[config.mk]
export PLATFORM = sky130hd
export DESIGN_NAME = adc_frame_sender
export DESIGN_NICKNAME = d
export VERILOG_FILES = /design/src/rtl/adc_frame_sender.sv
export SDC_FILE = /design/constraint.sdc
export NUM_CORES = 1
export LEC_CHECK = 0
export CELL_PAD_IN_SITES_DETAIL_PLACEMENT = 0
export CELL_PAD_IN_SITES_GLOBAL_PLACEMENT = 1
export CORE_ASPECT_RATIO = 1.1
export CORE_MARGIN = 4
export CORE_UTILIZATION = 37
export CTS_CLUSTER_DIAMETER = 80
export DETAILED_ROUTE_END_ITERATION = 16
export GPL_ROUTABILITY_DRIVEN = 1
export GPL_TIMING_DRIVEN = 0
export PLACE_DENSITY_LB_ADDON = 0.12
export SKIP_LAST_GASP = 1
export SLEW_MARGIN = 20
export SYNTH_ARGS = -nofsm -noshare
export SYNTH_HDL_FRONTEND = slang
export SYNTH_SLANG_ARGS = --single-unit
[constraint.sdc]
create_clock -name clk -period 3.2 [get_ports clk]
set_clock_uncertainty 0.2 [all_clocks]
set_input_delay 0.32 -clock clk [delete_from_list [all_inputs] [get_ports clk]]
set_output_delay 0.32 -clock clk [all_outputs]
set_load 0.01 [all_outputs]
[src/rtl/adc_frame_sender.sv]
// adc_frame_sender: drains the ADC capture FIFO into a sync/length/payload frame over valid/ready; ADC_FRAME_CHECKSUM_EN adds a trailing sum byte
module adc_frame_sender #(
  parameter int          LEN_W   = 16,
  parameter int          MAX_LEN = 4096,
  parameter logic [7:0]  SYNC0   = 8'hA5,
  parameter logic [7:0]  SYNC1   = 8'h5A
) (
  input  logic        clk,
  input  logic        rst,
  input  logic        send_en,
  input  logic [31:0] len,
  input  logic [7:0]  fifo_q,
  output logic        fifo_rd,
  output logic        fifo_clear,
  output logic [7:0]  tx_data,
  output logic        tx_valid,
  input  logic        tx_ready,
  output logic        busy,
  output logic        frame_done
);
  typedef enum logic [3:0] {
    IDLE, HDR0, HDR1, LEN_HI, LEN_LO, FETCH, WAITQ, PAYLOAD, DONE, HOLD
`ifdef ADC_FRAME_CHECKSUM_EN
    , CSUM
`endif
  } state_t;
  state_t           r_state;
  logic [LEN_W-1:0] r_n;
  logic [LEN_W-1:0] r_cnt;
  logic [7:0]       r_tx_data;
  logic             r_tx_valid;
  logic             r_fifo_rd;
  logic             r_fifo_clear;
  logic             r_frame_done;
  logic             r_busy;
`ifdef ADC_FRAME_CHECKSUM_EN
  logic [7:0]       r_csum;
`endif
  logic             w_hi;
  logic [LEN_W-1:0] w_lo;
  logic [LEN_W-1:0] w_n;
  logic [15:0]      w_len16;
  logic             w_xfer;
  logic             w_last;
  assign w_hi    = (len >> LEN_W) != 32'd0;
  assign w_lo    = len[LEN_W-1:0];
  assign w_n     = (w_hi || w_lo > LEN_W'(MAX_LEN)) ? LEN_W'(MAX_LEN) : w_lo;
  assign w_len16 = 16'(r_n);
  assign w_xfer  = r_tx_valid & tx_ready;
  assign w_last  = r_cnt == LEN_W'(1);
  assign fifo_rd    = r_fifo_rd;
  assign fifo_clear = r_fifo_clear;
  assign tx_data    = r_tx_data;
  assign tx_valid   = r_tx_valid;
  assign busy       = r_busy;
  assign frame_done = r_frame_done;
  // frame sequencer: every output is registered and set on the transition into the state that owns it
  always_ff @(posedge clk) begin
    if (rst) begin
      r_state      <= IDLE;
      r_n          <= '0;
      r_cnt        <= '0;
      r_tx_data    <= '0;
      r_tx_valid   <= 1'b0;
      r_fifo_rd    <= 1'b0;
      r_fifo_clear <= 1'b0;
      r_frame_done <= 1'b0;
      r_busy       <= 1'b0;
`ifdef ADC_FRAME_CHECKSUM_EN
      r_csum       <= '0;
`endif
    end else begin
      case (r_state)
        IDLE: if (send_en) begin
          r_n        <= w_n;
          r_cnt      <= w_n;
`ifdef ADC_FRAME_CHECKSUM_EN
          r_csum     <= '0;
`endif
          r_tx_data  <= SYNC0;
          r_tx_valid <= 1'b1;
          r_busy     <= 1'b1;
          r_state    <= HDR0;
        end
        HDR0: if (w_xfer) begin
          r_tx_data <= SYNC1;
          r_state   <= HDR1;
        end
        HDR1: if (w_xfer) begin
          r_tx_data <= w_len16[15:8];
          r_state   <= LEN_HI;
        end
        LEN_HI: if (w_xfer) begin
          r_tx_data <= w_len16[7:0];
          r_state   <= LEN_LO;
        end
        LEN_LO: if (w_xfer) begin
          if (r_n != '0) begin
            r_tx_valid <= 1'b0;
            r_fifo_rd  <= 1'b1;
            r_state    <= FETCH;
          end else begin
`ifdef ADC_FRAME_CHECKSUM_EN
            r_tx_data    <= r_csum;
            r_state      <= CSUM;
`else
            r_tx_valid   <= 1'b0;
            r_fifo_clear <= 1'b1;
            r_frame_done <= 1'b1;
            r_state      <= DONE;
`endif
          end
        end
        FETCH: begin
          r_fifo_rd <= 1'b0;
          r_state   <= WAITQ;
        end
        WAITQ: begin
          r_tx_data  <= fifo_q;
`ifdef ADC_FRAME_CHECKSUM_EN
          r_csum     <= r_csum + fifo_q;
`endif
          r_tx_valid <= 1'b1;
          r_state    <= PAYLOAD;
        end
        PAYLOAD: if (w_xfer) begin
          r_cnt <= r_cnt - LEN_W'(1);
          if (!w_last) begin
            r_tx_valid <= 1'b0;
            r_fifo_rd  <= 1'b1;
            r_state    <= FETCH;
          end else begin
`ifdef ADC_FRAME_CHECKSUM_EN
            r_tx_data    <= r_csum;
            r_state      <= CSUM;
`else
            r_tx_valid   <= 1'b0;
            r_fifo_clear <= 1'b1;
            r_frame_done <= 1'b1;
            r_state      <= DONE;
`endif
          end
        end
`ifdef ADC_FRAME_CHECKSUM_EN
        CSUM: if (w_xfer) begin
          r_tx_valid   <= 1'b0;
          r_fifo_clear <= 1'b1;
          r_frame_done <= 1'b1;
          r_state      <= DONE;
        end
`endif
        DONE: begin
          r_fifo_clear <= 1'b0;
          r_frame_done <= 1'b0;
          r_state      <= HOLD;
        end
        HOLD: if (!send_en) begin
          r_busy  <= 1'b0;
          r_state <= IDLE;
        end
        default: r_state <= IDLE;
      endcase
    end
  end
endmodule
; Word level (Yosys, flattened, before mapping)
; Cells that the tools add are included.
[totals]
word_cells = 86
output_inout_bits = 13
regBits = 48
input_bits = 44
[op_classes]
bitwise = 1
magnitude_cmp = 1
eq_ne = 22
reduce_logical = 19
add_sub_neg = 1
muxes = 34
[op_table]
columns = op, n
row1 = 16-bit two-way mux, 3
row2 = 4-bit one-hot mux with 10 select lines, 1
row3 = 8-bit one-hot mux with 5 select lines, 1
row4 = 4-bit two-way mux, 9
row5 = 8-bit two-way mux, 4
row6 = 16-bit one-hot mux with 2 select lines, 1
row7 = 32-bit nonzero test, 1
row8 = "2-bit inequality test, second input constant", 11
row9 = "16-bit by 1-bit == test with 1-bit output, second input constant", 1
row10 = "4-bit by 3-bit == test with 1-bit output, second input constant", 4
row11 = "16-bit by 13-bit greater-than comparator with 1-bit output, second input constant", 1
row12 = 16-bit nonzero test, 1
row13 = "16-bit by 1-bit subtractor with 16-bit output, second input constant", 1
row14 = 5-bit AND reduction, 3
row15 = 1-bit two-way mux, 11
row16 = 1-bit one-hot mux with 3 select lines, 3
row17 = 3-bit AND reduction, 3
row18 = 3-bit nonzero test, 3
row19 = "4-bit by 2-bit == test with 1-bit output, second input constant", 2
row20 = "4-bit == test, second input constant", 2
row21 = 7-bit AND reduction, 1
row22 = 5-bit nonzero test, 1
row23 = "4-bit by 1-bit == test with 1-bit output, second input constant", 1
row24 = 4-bit zero test, 1
row25 = other kinds (7), 8

; Longest topological paths before layout
; Gate-level depths: netlist of run 1.
[depth]
word_depth = 5
depth_mapped = 7
mapped_depth_nobuf = 7

; Worst setup path before layout of run 1
; No wires, ideal clock.
[synth_timing]
kind = register to register
start = register r_state[3]
end = register r_n[3]
path_stages_with_launch = 8
arrival_ps = 2004
setup_ps = 59
synth_period_minus_slack_ps = 2263
slack_ps = 937
required_ps = 2941
path_buffers = 2
path_cell_list = dfxtp_1 -> buf_6 -> or4_4 -> or2_4 -> nor4_4 -> and2b_4 -> buf_8 -> a22o_1
[synth_between]
elab_chain_len = 2
[synth_lines]
columns = item, line
row1 = from (decl), 27  ; state_t r_state;
row2 = from (signal assigned), 60  ; r_state <= IDLE;
row3 = from (signal assigned), 83  ; r_state <= HDR0;
row4 = from (signal assigned), 87  ; r_state <= HDR1;
row5 = 4-bit zero test, 73  ; case (r_state)
row6 = 2-bit AND reduction (no line), n/a
row7 = to (signal assigned), 75  ; r_n <= w_n;
row8 = to (decl), 28  ; logic [LEN_W-1:0] r_n;
; Every way passes these cells.
; A chain may end at the register's enable or synchronous reset.

; Worst setup path after layout of run 1
[layout_timing]
start = register r_state[2]
end = register r_cnt[3]
[layout_between]
elab_chain_len = 3
word_cells_on_any_way = 7
classes_between = eq/ne (3) / mux (1) / reduce/logical (3)
[layout_lines]
columns = item, line
row1 = 4-bit by 3-bit == test with 1-bit output / 4-bit zero test (equally long branches), 73
row2 = 2-bit inequality test (no line) / 2-bit nonzero test (equally long branches), n/a
row3 = 3-bit AND reduction (no line), n/a
row4 = to (signal assigned), 76  ; r_cnt <= w_n;
row5 = to (signal assigned), 127  ; r_cnt <= r_cnt - LEN_W'(1);
row6 = to (decl), 29  ; logic [LEN_W-1:0] r_cnt;
; Several ways; a longest one is shown, not always the timed one.

==> run_summary.xml, run 1 <==
<?xml version="1.0" encoding="UTF-8"?>
<metrics>
  <group name="cells_and_area">
    <metric name="antenna-diode-count" unit="">0</metric>
    <metric name="post-route-cell-area" unit="sq um">3352</metric>
    <metric name="area_delta_synth_final" unit="%">28.67</metric>
    <metric name="multiInputGateArea" unit="sq um">1516</metric>
    <metric name="post-route-util" unit="%">49.95</metric>
    <metric name="num-fill-cells" unit="">682</metric>
    <metric name="post_route_cells_drive_above_1_share" unit="%">5.440</metric>
    <metric name="final_cells" unit="">468</metric>
    <metric name="final-seq-area" unit="sq um">960.9</metric>
    <metric name="nets" unit="">431</metric>
  </group>
  <group name="setup_path">
    <metric name="r2r.worst_path.cells" unit="">7</metric>
    <metric name="regToRegStartpoint" unit="">r_state[2]$_SDFFE_PP0P_</metric>
    <metric name="timing.critical_path.fanout_max" unit="">10</metric>
    <metric name="worst_path_dominant_cell_family" unit="">compound AO/OA/AOI/OAI gates</metric>
    <metric name="worstSetupPathType" unit="">flip-flop to flip-flop</metric>
    <metric name="timing.critical_path.required" unit="ns">3.19</metric>
    <metric name="critical_path.cell_chain" unit="">clkbuf_1 &gt; nand4b_1 &gt; o22ai_1 &gt; clkbuf_1 &gt; o21ai_0 &gt; a221oi_1 &gt; nor2_1</metric>
    <metric name="timing.critical_path.to_type" unit="">flip-flop</metric>
    <metric name="cpMaxStageDelayCell" unit="">sky130_fd_sc_hd__clkbuf_1</metric>
    <metric name="path_common_cell" unit="">sky130_fd_sc_hd__clkbuf_1</metric>
    <metric name="worst-endpoint-arrival" unit="ns">2.66</metric>
    <metric name="timing.rr.end" unit="">r_cnt[3]$_SDFFE_PP0P_</metric>
    <metric name="crit_buf_inv" unit="">2</metric>
    <metric name="rrSetupSlack" unit="ns">0.53</metric>
    <metric name="critical-path-max-stage-delay" unit="ns">0.41</metric>
    <metric name="critPathLaunchType" unit="">flip-flop</metric>
  </group>
  <group name="route">
    <metric name="wl_met1" unit="mm">3.628</metric>
    <metric name="highest_layer" unit="">met4</metric>
    <metric name="drt_iter0_markers" unit="">89</metric>
    <metric name="detail_route.drc_violations" unit="">0</metric>
    <metric name="viasPerCell" unit="">5.748</metric>
    <metric name="wl_per_cell" unit="um">17.01</metric>
    <metric name="met3WireLength" unit="um">403</metric>
    <metric name="route.final.wire_length" unit="mm">7.960</metric>
    <metric name="ant_nets" unit="">0</metric>
    <metric name="vias" unit="">2690</metric>
    <metric name="drt_first_pass_iters" unit="">4</metric>
    <metric name="met2WireLength" unit="mm">3.858</metric>
  </group>
  <group name="clocking">
    <metric name="cts_sinks" unit="">48</metric>
    <metric name="numCtsBuffers" unit="">5</metric>
    <metric name="cts-htree-levels" unit="">2</metric>
    <metric name="tritoncts" unit="">yes</metric>
    <metric name="post_cts_sizing" unit="">0</metric>
    <metric name="cts.reportedPaths.clkPinSlew" unit="ns">0.10</metric>
    <metric name="root_buffer_cell" unit="">sky130_fd_sc_hd__clkbuf_8</metric>
    <metric name="post_cts.repair.setup_buffers" unit="">0</metric>
    <metric name="clockBufferDepth" unit="">2</metric>
    <metric name="insertion_delay" unit="ns">0.31</metric>
    <metric name="cts_hold_buffers" unit="">0</metric>
  </group>
  <group name="synth">
    <metric name="yosys_register_bits" unit="">48</metric>
    <metric name="synth-edff-count" unit="">0</metric>
    <metric name="post_synth_instance_area" unit="sq um">2605</metric>
    <metric name="synth-async-reset-ratio" unit="%">0</metric>
    <metric name="synth.net_count" unit="">369</metric>
    <metric name="netlist_instances" unit="">323</metric>
    <metric name="synth_seq_area_share" unit="%">36.89</metric>
    <metric name="synth_ff_type" unit="">sky130_fd_sc_hd__dfxtp_1</metric>
    <metric name="avg_synthesized_cell_area" unit="sq um">8.065</metric>
    <metric name="synth.distinct_cells" unit="">54</metric>
    <metric name="yosys_warnings" unit="">0</metric>
  </group>
  <group name="placement">
    <metric name="finalWeightedCongestion" unit="">0.8676</metric>
    <metric name="hpwl" unit="mm">6.112</metric>
    <metric name="placement.cell_area" unit="sq um">3258</metric>
    <metric name="io_buffer_count" unit="">55</metric>
    <metric name="preCtsSetupSlack" unit="ns">0.4457</metric>
    <metric name="numPlacedInstances" unit="">460</metric>
  </group>
  <group name="power_and_ir_drop">
    <metric name="cellLeakagePower" unit="nW">1.145</metric>
    <metric name="p_sw" unit="mW">0.3952</metric>
    <metric name="power" unit="mW">1.309</metric>
    <metric name="p_comb_share" unit="%">21.8</metric>
    <metric name="ir_drop" unit="mV">0.1725</metric>
    <metric name="p_int" unit="mW">0.9138</metric>
    <metric name="power_density" unit="nW/um^2">390.5</metric>
    <metric name="power.share.switching" unit="%">30.19</metric>
    <metric name="pwr-share-seq" unit="%">48.7</metric>
    <metric name="clock_power_share" unit="%">29.5</metric>
  </group>
  <group name="floorplan">
    <metric name="boundaryPins" unit="">57</metric>
    <metric name="area_of_the_die" unit="sq um">8449</metric>
    <metric name="placement_rows" unit="">31</metric>
    <metric name="die-height" unit="um">96.01</metric>
    <metric name="core_region_area" unit="sq um">6710</metric>
    <metric name="floorplan.die.width" unit="um">88.01</metric>
    <metric name="floorplan.initialDensity" unit="%">38.82</metric>
  </group>
  <group name="sta">
    <metric name="finalCritPeriodShare" unit="%">83.48</metric>
    <metric name="holdWs" unit="ns">0.2746</metric>
    <metric name="relSlewSlack" unit="%">54.39</metric>
    <metric name="max_slew.worst_pin.slew" unit="ns">0.6778</metric>
    <metric name="setup_violators_final" unit="">0</metric>
    <metric name="rsz0062_at_grt" unit="">false</metric>
    <metric name="finalWorstPathRequiredPeriod" unit="ns">2.671</metric>
    <metric name="fin_setup_tns" unit="ns">0</metric>
    <metric name="layout_setup_ws" unit="ns">0.5288</metric>
    <metric name="maxSlewViolCount" unit="">0</metric>
    <metric name="finalHoldViolCount" unit="">0</metric>
    <metric name="clock.fmax" unit="GHz">0.3744</metric>
  </group>
  <group name="global_routing">
    <metric name="first_global_vias" unit="">2583</metric>
    <metric name="antenna_found_initial" unit="">0</metric>
    <metric name="gr-total-overflow" unit="">0</metric>
    <metric name="globalRouteTotalUtil" unit="%">19.14</metric>
    <metric name="grt_max_degree" unit="">18</metric>
    <metric name="grt_first_pass_wirelength" unit="mm">12.73</metric>
  </group>
  <group name="worst_hold_path">
    <metric name="hp-start" unit="">r_n[12]$_SDFFE_PP0P_</metric>
    <metric name="hold-path-endpoint" unit="">r_n[12]$_SDFFE_PP0P_</metric>
    <metric name="hp-class" unit="">flip-flop to flip-flop</metric>
    <metric name="hold_path_depth" unit="">2</metric>
  </group>
  <group name="job">
    <metric name="cap_viol_max_count" unit="">0</metric>
  </group>
  <group name="run_status">
    <metric name="outcome" unit="">completed</metric>
  </group>
</metrics>
[worst min-delay path, cell delays in order, from the launching register on]
cell and delay [ns]:
sky130_fd_sc_hd__dfxtp_1 0.33, sky130_fd_sc_hd__nand2_1 0.05, sky130_fd_sc_hd__a21oi_1 0.05
[sequential cells by signal, summed over array words and instances (netlist names)]
name	flops
r_cnt	16
r_n	16
tx_data	8
r_state	4
busy	1
fifo_rd	1
frame_done	1
tx_valid	1
[cell usage after synthesis (all sizes together) (3+ instances only)]
master	count	area, sq um
nor3	12	60.06
and2	6	37.54
nand3	4	20.02
inv	7	26.28
nand2	30	112.6
or4	5	41.29
a311oi	8	70.07
mux2i	8	80.08
a221oi	4	35.03
nor4	18	133.9
nor2	33	123.9
clkbuf	15	56.30
dfxtp	48	960.9
o21ai	26	130.1
a22o	12	105.1
nor2b	3	18.77
a21oi	23	115.1
a31oi	9	56.30
a2111oi	4	35.03
a211oi	7	52.55
a22oi	3	22.52
buf	6	45.04
[worst max path at each step]
stage / startpoint / to / cells past startpoint
6_report: r_state[2]$_SDFFE_PP0P_ / r_cnt[3]$_SDFFE_PP0P_ / 7
5_1_grt: r_state[2]$_SDFFE_PP0P_ / r_cnt[3]$_SDFFE_PP0P_ / 7
4_1_cts: r_state[2]$_SDFFE_PP0P_ / r_cnt[3]$_SDFFE_PP0P_ / 7
3_5_place_dp: len[0] / r_cnt[5]$_SDFFE_PP0P_ / 6
3_3_place_gp: send_en / tx_data[6]$_SDFFE_PP0P_ / 7
2_1_floorplan: r_state[3]$_SDFFE_PP0P_ / r_n[3]$_SDFFE_PP0P_ / 7
[layout make-up]
| class | count | share of cell area, % |
|---|---|---|
| multi-input cells | 247 | 45.24 |
| flip-flops and latches | 48 | 28.67 |
| repair buffers | 55 | 16.42 |
| well taps | 82 | 3.061 |
| plain buffers | 21 | 3.024 |
| clock buffers | 5 | 2.053 |
| inverters | 7 | 0.7839 |
| clock inverters | 3 | 0.7465 |
[cell usage in the layout, fill, tap and decap left out, types with 2 or more instances in the layout]
master / Yosys / routed
sky130_fd_sc_hd__or3_1: 2 / 2
sky130_fd_sc_hd__nor2b_1: 3 / 3
sky130_fd_sc_hd__o2bb2ai_1: 2 / 2
sky130_fd_sc_hd__ha_1: 2 / 2
sky130_fd_sc_hd__inv_6: 0 / 2
sky130_fd_sc_hd__or4_1: 4 / 4
sky130_fd_sc_hd__a311oi_1: 8 / 8
sky130_fd_sc_hd__o21ai_0: 26 / 26
sky130_fd_sc_hd__dfxtp_1: 48 / 48
sky130_fd_sc_hd__nand3_1: 4 / 4
sky130_fd_sc_hd__nor3_1: 12 / 12
sky130_fd_sc_hd__a21o_1: 2 / 2
sky130_fd_sc_hd__or3b_2: 2 / 2
sky130_fd_sc_hd__and2_1: 6 / 6
sky130_fd_sc_hd__a31oi_1: 9 / 9
sky130_fd_sc_hd__nor4_1: 16 / 16
sky130_fd_sc_hd__clkdlybuf4s50_1: 0 / 55
sky130_fd_sc_hd__clkbuf_1: 15 / 15
sky130_fd_sc_hd__nor2_1: 33 / 33
sky130_fd_sc_hd__nand4_1: 2 / 2
sky130_fd_sc_hd__a21oi_1: 23 / 23
sky130_fd_sc_hd__clkbuf_8: 0 / 5
sky130_fd_sc_hd__a22oi_1: 3 / 3
sky130_fd_sc_hd__a22o_1: 12 / 12
sky130_fd_sc_hd__a221oi_1: 4 / 4
sky130_fd_sc_hd__buf_1: 3 / 3
sky130_fd_sc_hd__inv_1: 7 / 7
sky130_fd_sc_hd__a2111oi_0: 4 / 4
sky130_fd_sc_hd__mux2i_1: 8 / 8
sky130_fd_sc_hd__a211oi_1: 7 / 7
sky130_fd_sc_hd__nand2_1: 30 / 30
[power by group through the flow]
stage / combinational, mW / sequential, mW / clock, mW
6_report: 0.285 / 0.638 / 0.386
5_1_grt: 0.312 / 0.643 / 0.422
4_1_cts: 0.285 / 0.638 / 0.399
3_5_place_dp: 0.284 / 0.652 / 0
3_3_place_gp: 0.282 / 0.652 / 0
2_1_floorplan: 0.144 / 0.656 / 0
[per-layer routing]
layer / up-vias / GRT usage, %
met5: - / 0
met4: 0 / 4.092
met3: 6 / 3.253
met2: 74 / 33.04
met1: 1255 / 24.95
li1: 1355 / -
[kinds of logic (layout without fill, tap and decap cells)]
group / after synthesis / after routing / synth area share, %
compound gates: 109 / 109 / 27.95
xor+xnor: 2 / 2 / 0.6726
fa+ha+maj: 2 / 2 / 0.9605
buf+inv: 28 / 91 / 4.899
flops: 48 / 48 / 36.89
mux: 8 / 8 / 3.074
simple gates: 126 / 126 / 25.55
Power figures use the tool's default switching activity.
==> run 2, diff against run 1 <==
CORE_UTILIZATION = 33   (was 37)
clock period = 2.15 ns   (was 3.2 ns; I/O delays follow)
==> run 2 against run 1 <==
  * Via count rose by 5.1%
  * Worst hold slack worse by 0.023 ns
  * Final cell count grew 9.0%
  * Critical path depth is 1 lower
  * Clock power increased by 86%
  * Core utilization fell by 0.59 points
  * Die area up 11%
==> run_summary.xml, run 2 (synthesis results as in run 1) <==
<?xml version="1.0" encoding="UTF-8"?>
<metrics>
  <group name="clocking">
    <metric name="clockBufferDepth" unit="">2</metric>
    <metric name="tritoncts" unit="">yes</metric>
    <metric name="cts_sinks" unit="">48</metric>
    <metric name="cts.reportedPaths.clkPinSlew" unit="ns">0.09</metric>
    <metric name="insertion_delay" unit="ns">0.31</metric>
    <metric name="root_buffer_cell" unit="">sky130_fd_sc_hd__clkbuf_8</metric>
    <metric name="cts_hold_buffers" unit="">0</metric>
    <metric name="numCtsBuffers" unit="">5</metric>
    <metric name="cts-htree-levels" unit="">2</metric>
  </group>
  <group name="route">
    <metric name="drt_first_pass_iters" unit="">6</metric>
    <metric name="vias" unit="">2828</metric>
    <metric name="detail_route.drc_violations" unit="">0</metric>
    <metric name="route.final.wire_length" unit="mm">8.634</metric>
    <metric name="viasPerCell" unit="">5.545</metric>
    <metric name="ant_nets" unit="">0</metric>
    <metric name="drt_iter0_markers" unit="">114</metric>
    <metric name="wl_per_cell" unit="um">16.93</metric>
  </group>
  <group name="cells_and_area">
    <metric name="final-seq-area" unit="sq um">969.7</metric>
    <metric name="post_route_cells_drive_above_1_share" unit="%">19.26</metric>
    <metric name="antenna-diode-count" unit="">0</metric>
    <metric name="area_delta_synth_final" unit="%">43.18</metric>
    <metric name="layout.cells.most_common" unit="">sky130_fd_sc_hd__clkdlybuf4s50_1</metric>
    <metric name="nets" unit="">450</metric>
    <metric name="num-fill-cells" unit="">748</metric>
    <metric name="multiInputGateArea" unit="sq um">1647</metric>
    <metric name="most-common-layout-cells" unit="">55 x sky130_fd_sc_hd__clkdlybuf4s50_1, 43 x sky130_fd_sc_hd__dfxtp_1, 28 x sky130_fd_sc_hd__nand2_1, 28 x sky130_fd_sc_hd__nor2_1, 25 x sky130_fd_sc_hd__o21ai_0</metric>
  </group>
  <group name="floorplan">
    <metric name="area_of_the_die" unit="sq um">9381</metric>
    <metric name="core_region_area" unit="sq um">7556</metric>
    <metric name="floorplan.initialDensity" unit="%">34.48</metric>
    <metric name="placement_rows" unit="">33</metric>
    <metric name="boundaryPins" unit="">57</metric>
    <metric name="die-height" unit="um">101.2</metric>
    <metric name="floorplan.die.width" unit="um">92.72</metric>
  </group>
  <group name="job">
    <metric name="cap_viol_max_count" unit="">0</metric>
  </group>
  <group name="setup_path">
    <metric name="critPathLaunchType" unit="">flip-flop</metric>
    <metric name="timing.critical_path.fanout_max" unit="">5</metric>
    <metric name="timing.critical_path.to_type" unit="">flip-flop</metric>
    <metric name="worstSetupPathType" unit="">flip-flop to flip-flop</metric>
    <metric name="rrSetupSlack" unit="ns">0.04</metric>
    <metric name="worst-endpoint-arrival" unit="ns">2.15</metric>
    <metric name="timing.critical_path.required" unit="ns">2.19</metric>
    <metric name="regToRegStartpoint" unit="">r_cnt[5]$_SDFFE_PP0P_</metric>
    <metric name="timing.rr.end" unit="">r_cnt[15]$_SDFFE_PP0P_</metric>
    <metric name="r2r.worst_path.cells" unit="">6</metric>
  </group>
  <group name="sta">
    <metric name="clock.fmax" unit="GHz">0.4738</metric>
    <metric name="relSlewSlack" unit="%">46.64</metric>
    <metric name="finalWorstPathRequiredPeriod" unit="ns">2.110</metric>
    <metric name="finalCritPeriodShare" unit="%">98.16</metric>
    <metric name="maxSlewViolCount" unit="">0</metric>
    <metric name="finalHoldViolCount" unit="">0</metric>
    <metric name="setup_violators_final" unit="">0</metric>
    <metric name="max_slew.worst_pin.slew" unit="ns">0.7931</metric>
    <metric name="rsz0062_at_grt" unit="">true</metric>
    <metric name="layout_setup_ws" unit="ns">0.03956</metric>
  </group>
  <group name="power_and_ir_drop">
    <metric name="p_comb_share" unit="%">23.3</metric>
    <metric name="ir_drop" unit="mV">0.2659</metric>
    <metric name="power_density" unit="nW/um^2">583.1</metric>
    <metric name="pwr-share-seq" unit="%">43.7</metric>
    <metric name="clock_power_share" unit="%">33.0</metric>
    <metric name="power" unit="mW">2.175</metric>
    <metric name="p_sw" unit="mW">0.6216</metric>
    <metric name="p_int" unit="mW">1.553</metric>
    <metric name="cellLeakagePower" unit="nW">1.314</metric>
    <metric name="power.share.switching" unit="%">28.58</metric>
  </group>
  <group name="placement">
    <metric name="io_buffer_count" unit="">55</metric>
    <metric name="finalWeightedCongestion" unit="">0.8499</metric>
    <metric name="hpwl" unit="mm">6.336</metric>
    <metric name="preCtsSetupSlack" unit="ns">-0.5205</metric>
  </group>
  <group name="global_routing">
    <metric name="gr-total-overflow" unit="">0</metric>
    <metric name="first_global_vias" unit="">2749</metric>
    <metric name="grt_max_degree" unit="">16</metric>
    <metric name="antenna_found_initial" unit="">0</metric>
    <metric name="globalRouteTotalUtil" unit="%">17.90</metric>
    <metric name="grt_first_pass_wirelength" unit="mm">13.57</metric>
  </group>
  <group name="worst_hold_path">
    <metric name="hold-path-endpoint" unit="">r_state[3]$_SDFFE_PP0P_</metric>
    <metric name="hold_path_depth" unit="">2</metric>
    <metric name="hp-class" unit="">input port to flip-flop</metric>
    <metric name="hp-start" unit="">rst</metric>
  </group>
  <group name="run_status">
    <metric name="outcome" unit="">completed</metric>
  </group>
</metrics>
==> run 2: changes by cell type in the layout (fill, tap and decap cells not counted), moves of 4 or more <==
| cell | before | now |
|---|---|---|
| sky130_fd_sc_hd__clkbuf_1 | 15 | 7 |
| sky130_fd_sc_hd__dfxtp_2 | 0 | 4 |
| sky130_fd_sc_hd__dfxtp_1 | 48 | 43 |
| sky130_fd_sc_hd__buf_2 | 0 | 4 |
| sky130_fd_sc_hd__buf_4 | 1 | 20 |
| sky130_fd_sc_hd__nor2_1 | 33 | 28 |
==> run 2: stage by stage <==
step | instances | area (sq um) | hold slack, ns | util (%) | TNS [ns]
CTS | 499 | 3577 | 0.2864 | 47.34 | -1.043
global route | 510 | 3730 | 0.2926 | 49.36 | -0.6969
detailed placement | 483 | 3287 | 0.2719 | 43.50 | -14.18
floorplan | 323 | 2605 | 0.1319 | - | 0
finish | 510 | 3730 | 0.2516 | 49.36 | 0
global placement | 483 | 3287 | 0.2689 | 43.50 | -14.14
==> run 2: worst max-delay path by stage <==
stage / start / endpoint / slack (ns) / cells past startpoint
after CTS: r_state[2]$_SDFFE_PP0P_ / r_n[8]$_SDFFE_PP0P_ / -0.1 / 7
after global routing: r_state[2]$_SDFFE_PP0P_ / r_n[8]$_SDFFE_PP0P_ / -0.07 / 7
after global placement: send_en / tx_data[6]$_SDFFE_PP0P_ / -0.53 / 7
after detailed placement: len[1] / r_cnt[4]$_SDFFE_PP0P_ / -0.52 / 6
final: r_cnt[5]$_SDFFE_PP0P_ / r_cnt[15]$_SDFFE_PP0P_ / 0.04 / 6
after floorplan: r_state[3]$_SDFFE_PP0P_ / r_n[3]$_SDFFE_PP0P_ / 0.02 / 7
==> run 2: critical path, stage by stage (launching register included) <==
cell	delay (ns)
sky130_fd_sc_hd__dfxtp_2	0.35
sky130_fd_sc_hd__or4_4	0.56
sky130_fd_sc_hd__buf_4	0.18
sky130_fd_sc_hd__nor2_2	0.10
sky130_fd_sc_hd__nand2_1	0.08
sky130_fd_sc_hd__or4_1	0.43
sky130_fd_sc_hd__a21oi_1	0.14
==> run 2: routing by layer <==
| layer | vias to the layer above | wire length, um | GRT usage, % |
|---|---|---|---|
| met5 | - | 0 | 0 |
| met4 | 0 | 68 | 3.608 |
| met3 | 8 | 423 | 3.938 |
| met2 | 76 | 4231 | 30.86 |
| met1 | 1352 | 3911 | 23.22 |
| li1 | 1392 | - | - |
==> run 2: power groups by stage <==
stage	Combinational, mW	Sequential [mW]	Clock [mW]
2_1_floorplan	0.215	0.977	0
4_1_cts	0.452	0.949	0.727
3_5_place_dp	0.423	0.971	0
5_1_grt	0.543	0.956	0.761
3_3_place_gp	0.424	0.969	0
6_report	0.506	0.950	0.719
==> run 2: area by class of cell <==
| class | instances | area share (%) |
|---|---|---|
| multi-input combinational | 247 | 44.15 |
| clock buffer | 6 | 2.214 |
| clock inverter | 2 | 1.040 |
| sequential | 48 | 26.00 |
| timing repair buffer | 77 | 19.56 |
| buffer | 18 | 2.818 |
| tap | 105 | 3.522 |
| inverter | 7 | 0.7045 |
==> run 2: repair_timing <==
item,CTS,global route
setup buffers,10,11
pin swaps,13,16
resized for setup,27,32
endpoints found under the setup margin,44,34
cloned,1,1
==> run 3, diff against run 2 <==
CAP_MARGIN = 25   (was default)
==> results of run 3 <==
Final layout, timing and power as in run 2 (identical DEF).
